===== src/rtl/ram_spi_arbiter.sv =====
// ram_spi_arbiter: round-robin arbiter sharing one SPI RAM between two requesters.
// Optional read timeout is compiled in when RAM_ARB_TIMEOUT_EN is defined.
module ram_spi_arbiter #(
    parameter int ADDR_SIZE   = 8,
    parameter int TIMEOUT_CYC = 15
) (
    input  logic                 clk,
    input  logic                 rst_n,
    input  logic                 req0_valid,
    input  logic                 req0_we,
    input  logic [ADDR_SIZE-1:0] req0_addr,
    input  logic [ADDR_SIZE-1:0] req0_wdata,
    output logic                 req0_ready,
    output logic                 req0_rvalid,
    output logic [ADDR_SIZE-1:0] req0_rdata,
    output logic                 req0_err,
    input  logic                 req1_valid,
    input  logic                 req1_we,
    input  logic [ADDR_SIZE-1:0] req1_addr,
    input  logic [ADDR_SIZE-1:0] req1_wdata,
    output logic                 req1_ready,
    output logic                 req1_rvalid,
    output logic [ADDR_SIZE-1:0] req1_rdata,
    output logic                 req1_err,
    output logic [ADDR_SIZE+1:0] ram_din,
    output logic                 ram_rx_valid,
    input  logic [ADDR_SIZE-1:0] ram_dout,
    input  logic                 ram_tx_valid,
    output logic                 busy
);

    localparam logic [1:0] CMD_SET_WA = 2'b00;
    localparam logic [1:0] CMD_WRITE  = 2'b01;
    localparam logic [1:0] CMD_SET_RA = 2'b10;
    localparam logic [1:0] CMD_READ   = 2'b11;

    typedef enum logic [1:0] {
        ST_IDLE = 2'd0,
        ST_ADDR = 2'd1,
        ST_DATA = 2'd2,
        ST_WAIT = 2'd3
    } state_t;

    state_t                 state_r;
    logic                   last_grant_r;
    logic                   owner_r;
    logic                   we_r;
    logic [ADDR_SIZE-1:0]   wdata_r;

    logic                   grant_s;
    logic                   idle_s;
    logic                   accept_s;
    logic                   sel_we_s;
    logic [ADDR_SIZE-1:0]   sel_addr_s;
    logic [ADDR_SIZE-1:0]   sel_wdata_s;
    logic                   done_s;
    logic [ADDR_SIZE-1:0]   done_data_s;

    function automatic logic [ADDR_SIZE+1:0] make_frame(input logic [1:0] cmd,
                                                        input logic [ADDR_SIZE-1:0] payload);
        return {cmd, payload};
    endfunction

    // Lone requester wins; under contention the port not served last wins
    always_comb begin
        grant_s = 1'b0;
        if (req0_valid && req1_valid) begin
            grant_s = ~last_grant_r;
        end else if (req1_valid) begin
            grant_s = 1'b1;
        end else begin
            grant_s = 1'b0;
        end
    end

    assign idle_s     = (state_r == ST_IDLE);
    assign req0_ready = idle_s && req0_valid && (grant_s == 1'b0);
    assign req1_ready = idle_s && req1_valid && (grant_s == 1'b1);
    assign accept_s   = req0_ready || req1_ready;
    assign busy       = !idle_s;

    // Mux the granted port's transaction fields
    always_comb begin
        sel_we_s    = 1'b0;
        sel_addr_s  = {ADDR_SIZE{1'b0}};
        sel_wdata_s = {ADDR_SIZE{1'b0}};
        if (grant_s) begin
            sel_we_s    = req1_we;
            sel_addr_s  = req1_addr;
            sel_wdata_s = req1_wdata;
        end else begin
            sel_we_s    = req0_we;
            sel_addr_s  = req0_addr;
            sel_wdata_s = req0_wdata;
        end
    end

`ifdef RAM_ARB_TIMEOUT_EN
    localparam int CNT_W = $clog2(TIMEOUT_CYC + 1);

    logic [CNT_W-1:0] wait_cnt_r;
    logic             done_err_s;
    logic             err0_r;
    logic             err1_r;
`endif

    // Read completion: RAM data, or a zero-data abort once the wait budget is spent
    always_comb begin
        done_s      = 1'b0;
        done_data_s = {ADDR_SIZE{1'b0}};
`ifdef RAM_ARB_TIMEOUT_EN
        done_err_s  = 1'b0;
`endif
        if (state_r == ST_WAIT) begin
            if (ram_tx_valid) begin
                done_s      = 1'b1;
                done_data_s = ram_dout;
`ifdef RAM_ARB_TIMEOUT_EN
            end else if (wait_cnt_r == CNT_W'(TIMEOUT_CYC - 1)) begin
                done_s     = 1'b1;
                done_err_s = 1'b1;
`endif
            end else begin
                done_s = 1'b0;
            end
        end else begin
            done_s = 1'b0;
        end
    end

`ifdef RAM_ARB_TIMEOUT_EN
    // Wait-cycle counter, held at zero outside WAIT so every read starts fresh
    always_ff @(posedge clk or negedge rst_n) begin
        if (!rst_n) begin
            wait_cnt_r <= {CNT_W{1'b0}};
        end else if (state_r != ST_WAIT) begin
            wait_cnt_r <= {CNT_W{1'b0}};
        end else if (!done_s) begin
            wait_cnt_r <= wait_cnt_r + CNT_W'(1);
        end
    end

    // Error strobes accompany the owner's rvalid on an aborted read
    always_ff @(posedge clk or negedge rst_n) begin
        if (!rst_n) begin
            err0_r <= 1'b0;
            err1_r <= 1'b0;
        end else begin
            err0_r <= done_s && done_err_s && !owner_r;
            err1_r <= done_s && done_err_s && owner_r;
        end
    end

    assign req0_err = err0_r;
    assign req1_err = err1_r;
`else
    assign req0_err = 1'b0;
    assign req1_err = 1'b0;
`endif

    // Transaction sequencer: IDLE -> ADDR frame -> DATA frame -> (WAIT for read data)
    always_ff @(posedge clk or negedge rst_n) begin
        if (!rst_n) begin
            state_r      <= ST_IDLE;
            last_grant_r <= 1'b1;
            owner_r      <= 1'b0;
            we_r         <= 1'b0;
            wdata_r      <= {ADDR_SIZE{1'b0}};
            ram_din      <= {(ADDR_SIZE+2){1'b0}};
            ram_rx_valid <= 1'b0;
            req0_rvalid  <= 1'b0;
            req1_rvalid  <= 1'b0;
            req0_rdata   <= {ADDR_SIZE{1'b0}};
            req1_rdata   <= {ADDR_SIZE{1'b0}};
        end else begin
            req0_rvalid <= done_s && !owner_r;
            req1_rvalid <= done_s && owner_r;
            if (done_s && !owner_r) begin
                req0_rdata <= done_data_s;
            end
            if (done_s && owner_r) begin
                req1_rdata <= done_data_s;
            end
            case (state_r)
                ST_IDLE: begin
                    if (accept_s) begin
                        owner_r      <= grant_s;
                        last_grant_r <= grant_s;
                        we_r         <= sel_we_s;
                        wdata_r      <= sel_wdata_s;
                        ram_din      <= make_frame(sel_we_s ? CMD_SET_WA : CMD_SET_RA, sel_addr_s);
                        ram_rx_valid <= 1'b1;
                        state_r      <= ST_ADDR;
                    end else begin
                        ram_din      <= {(ADDR_SIZE+2){1'b0}};
                        ram_rx_valid <= 1'b0;
                    end
                end
                ST_ADDR: begin
                    ram_din      <= we_r ? make_frame(CMD_WRITE, wdata_r)
                                         : make_frame(CMD_READ, {ADDR_SIZE{1'b0}});
                    ram_rx_valid <= 1'b1;
                    state_r      <= ST_DATA;
                end
                ST_DATA: begin
                    ram_din      <= {(ADDR_SIZE+2){1'b0}};
                    ram_rx_valid <= 1'b0;
                    state_r      <= we_r ? ST_IDLE : ST_WAIT;
                end
                ST_WAIT: begin
                    ram_din      <= {(ADDR_SIZE+2){1'b0}};
                    ram_rx_valid <= 1'b0;
                    if (done_s) begin
                        state_r <= ST_IDLE;
                    end
                end
                default: begin
                    ram_din      <= {(ADDR_SIZE+2){1'b0}};
                    ram_rx_valid <= 1'b0;
                    state_r      <= ST_IDLE;
                end
            endcase
        end
    end

endmodule


===== config.mk =====
export PLATFORM = sky130hd
export DESIGN_NAME = ram_spi_arbiter
export DESIGN_NICKNAME = d
export VERILOG_FILES = /design/src/rtl/ram_spi_arbiter.sv
export SDC_FILE = /design/constraint.sdc
export NUM_CORES = 1
export LEC_CHECK = 0
export ABC_AREA = 1
export CELL_PAD_IN_SITES_DETAIL_PLACEMENT = 0
export CELL_PAD_IN_SITES_GLOBAL_PLACEMENT = 1
export CORE_ASPECT_RATIO = 1.4
export CORE_MARGIN = 10
export CORE_UTILIZATION = 32
export DETAILED_ROUTE_END_ITERATION = 8
export PLACE_DENSITY = 0.84
export SYNTH_ARGS = -nofsm -noshare
export SYNTH_HDL_FRONTEND = slang
export SYNTH_SLANG_ARGS = --single-unit

===== constraint.sdc =====
create_clock -name clk -period 1.94 [get_ports clk]
set_input_delay 0.194 -clock clk [delete_from_list [all_inputs] [get_ports clk]]
set_output_delay 0.194 -clock clk [all_outputs]
set_load 0.05 [all_outputs]

==> impl_results.md <==
* Outcome: finished, final reports clean
* Power Density at 1512 nW/um^2
* Post-CTS Repair Setup Buffers at 0
* Layout Utilization at 0.4942
* Worst reg2reg path depth at 7
* Pleak at 1.464 nW
* DP HPWL at 4247 um
* Crit path max fanout at 7
* R2R setup slack at 0.50 ns
* Buf+Inv Stages, Crit Path at 2
* WP depth at 5
* Max frequency at 561.3 MHz
* Sw Ratio at 0.4653
* Fillers at 602
* Core Area at 5863 um^2
* Setup Skew at 0.004774 ns
* NetSw at 2.038 mW
* Unrepaired setup endpoints after global routing: no
* Critical R2R Launch: last_grant_r$_DFFE_PN1P_
* Post-Synthesis Cell Area at 1943 um^2
* Post-route DRC at 0
* CP endpoint kind: output pin
* Post-DR vias/cell at 4.403
* Final net count at 363
* Finish-stage setup viols at 0
* Global-route wire length before repair at 8942 um
* Slowest-stage cell, CP: dfrtp_1
* Max VDD drop at 0.0004425 V
* Final Non-Filler Cells at 387
* CP max stage delay at 0.45 ns
* Vias at 1704
* DR iter-0 viols at 50
* N_diodes at 0
* Total gr overflow at 0
* Final antenna-violating net count at 0
* Combinational power share at 0.545
* Avg WL per Cell at 13.73 um
* Die area at 9633 um^2
* R2r endpoint: ram_din[9]$_DFF_PN0_
* Routability congestion estimate at 0.7678
* TritonCTS clock tree: yes
* Tightest Hold Check Type: in2async
* Clock-pin slew on the worst setup and hold paths at 0.07 ns
* Post-synth top area share at 0.5280
* Sequential share of power at 0.328
* Post-Route Setup TNS at 0 ns
* Worst Tran Pin Value at 0.5248 ns
* Top cells by area, synth: dfrtp_1, nand2_1, nand3_1, o21ai_2, inv_1
* Syn Area/Cell at 8.304 um^2
* Top cell family by delay on the critical path: flip-flops
* Die Ht at 112.2 um
* Crit Path Class: reg2out
* Netlist cell types at 18
* Period Utilization, post-route at 0.9184
* Initial antenna violation count at 0
* Total track usage at 0.1130
* FF+latch count, synth at 42
* Post-synthesis sequential area ratio at 0.5415
* Leading area contributor after synthesis: dfrtp_1
* Clock Path Buffers at 2
* Yosys Warn Count at 0
* I/O pin count at 81
* Final min period at 1.782 ns
* Die width at 85.86 um
* Std cell rows at 33
* WL final at 5315 um
* Final hold vios at 0
* Clock Tree Root: clkbuf_8
* Crit path cell chain: nor2_2, buf_4, nand2_2, a21oi_1, buf_12
* Max Slew Vio Count at 0
* TritonRoute pass-1 iters at 4
* Arr. time, crit path at 1.59 ns
* Number of global-route vias before repair at 1849
* Fraction of layout instances using a drive strength above 1 at 0.1136
* Placed Cells at 378
* CP Launch Type: register
* Area delta synth->final at 49.13%
* CTS H-tree depth at 2
* Largest net degree at the start of global routing at 20
* Relative slew slack at 0.6491
* Worst EP required at 1.75 ns
* Clock sink total at 42
* Max-cap violations at 0
* Clock power share at 0.127
* Initial core utilization at 0.3314
* Internal cell power at 2.342 mW
* Worst-Skew Late Latency at 0.28 ns
* Cells after synthesis at 234
* Clock buffer count from CTS at 5
* WHS at 0.3416 ns
* Port Buffers at 78
==> repair_timing <==
action                     4_1_cts  5_1_grt
hold buffers                     1        0
hold endpoints to repair        13        0
gates resized for setup          0        1
setup endpoints to repair        0        1
==> flip-flops by register name, indices dropped and copies added, names as in the netlist <==
signal        count
ram_din          10
req0_rdata        8
req1_rdata        8
wdata_r           8
state_r           2
last_grant_r      1
owner_r           1
ram_rx_valid      1
req0_rvalid       1
req1_rvalid       1
we_r              1
==> power by group through the flow <==
| stage | Clock [mW] | Sequential (mW) | Combinational [mW] |
|---|---|---|---|
| after floorplan | 0 | 2.25 | 0.803 |
| after global placement | 0 | 1.45 | 2.40 |
| after detailed placement | 0 | 1.46 | 2.42 |
| after CTS | 0.586 | 1.44 | 2.43 |
| after global routing | 0.622 | 1.48 | 2.59 |
| final | 0.555 | 1.44 | 2.39 |
==> placed cells by master, fill, tap and decap left out, types with 2 or more instances in the layout <==
cell type and count:
a21oi_1 3, buf_12 2, buf_4 7, clkbuf_8 6, clkdlybuf4s50_1 74, conb_1 2, dfrtp_1 41, inv_1 18
nand2_1 100, nand2_2 4, nand3_1 30, nor2_2 4, o21ai_1 8, o21ai_2 8
==> stage by stage <==
| stage | area, um^2 | setup WS (ns) | total power, mW |
|---|---|---|---|
| after floorplan | 1947 | 0.04862 | 3.054 |
| after global placement | 2794 | 0.3452 | 3.842 |
| after detailed placement | 2794 | 0.3137 | 3.883 |
| after CTS | 2895 | 0.05444 | 4.457 |
| after global routing | 2898 | 0.02521 | 4.693 |
| final | 2898 | 0.1583 | 4.381 |
==> layout make-up <==
class / count / area [um^2] / area share
tap: 70 / 87.58 / 0.03022
clock inverter: 1 / 5.005 / 0.001727
timing repair buffer: 86 / 860.8 / 0.2971
inverter: 18 / 67.56 / 0.02332
sequential: 42 / 1052 / 0.3631
clock buffer: 7 / 86.33 / 0.02979
multi-input combinational: 163 / 738.2 / 0.2547
==> worst max-delay path by stage <==
stage	end	from	slack, ns
after floorplan	req0_ready	last_grant_r$_DFFE_PN1P_	0.05
after global placement	ram_din[9]$_DFF_PN0_	req0_valid	0.35
after detailed placement	ram_din[9]$_DFF_PN0_	req0_valid	0.31
after CTS	busy	state_r[1]$_DFFE_PN0P_	0.05
after global routing	req0_ready	state_r[1]$_DFFE_PN0P_	0.03
final	req0_ready	state_r[1]$_DFFE_PN0P_	0.16
==> synthesized netlist by cell type (all sizes together) <==
cell type and n:
a21oi 3, inv 18, o21ai 17, dfrtp 41
nand3 31, dfstp 1, buf 12, conb 1
nor2 5, nand2 105
==> layer usage <==
metal | wire, um | vias to the layer above | share of wire | track usage
li1 | - | 890 | - | -
met1 | 2197 | 759 | 0.41 | 0.1238
met2 | 2735 | 53 | 0.51 | 0.1959
met3 | 346 | 2 | 0.065 | 0.04197
met4 | 36 | 0 | 0.0068 | 0.03304
met5 | 0 | - | 0 | 0
==> logic make-up after synthesis <==
family	after synthesis	synth area share
compound gates	20	0.06696
flops	42	0.5415
buf+inv	30	0.08048
other cells	1	0.001930
simple gates	141	0.3091
Note: power is estimated with default switching activity, not from simulation.
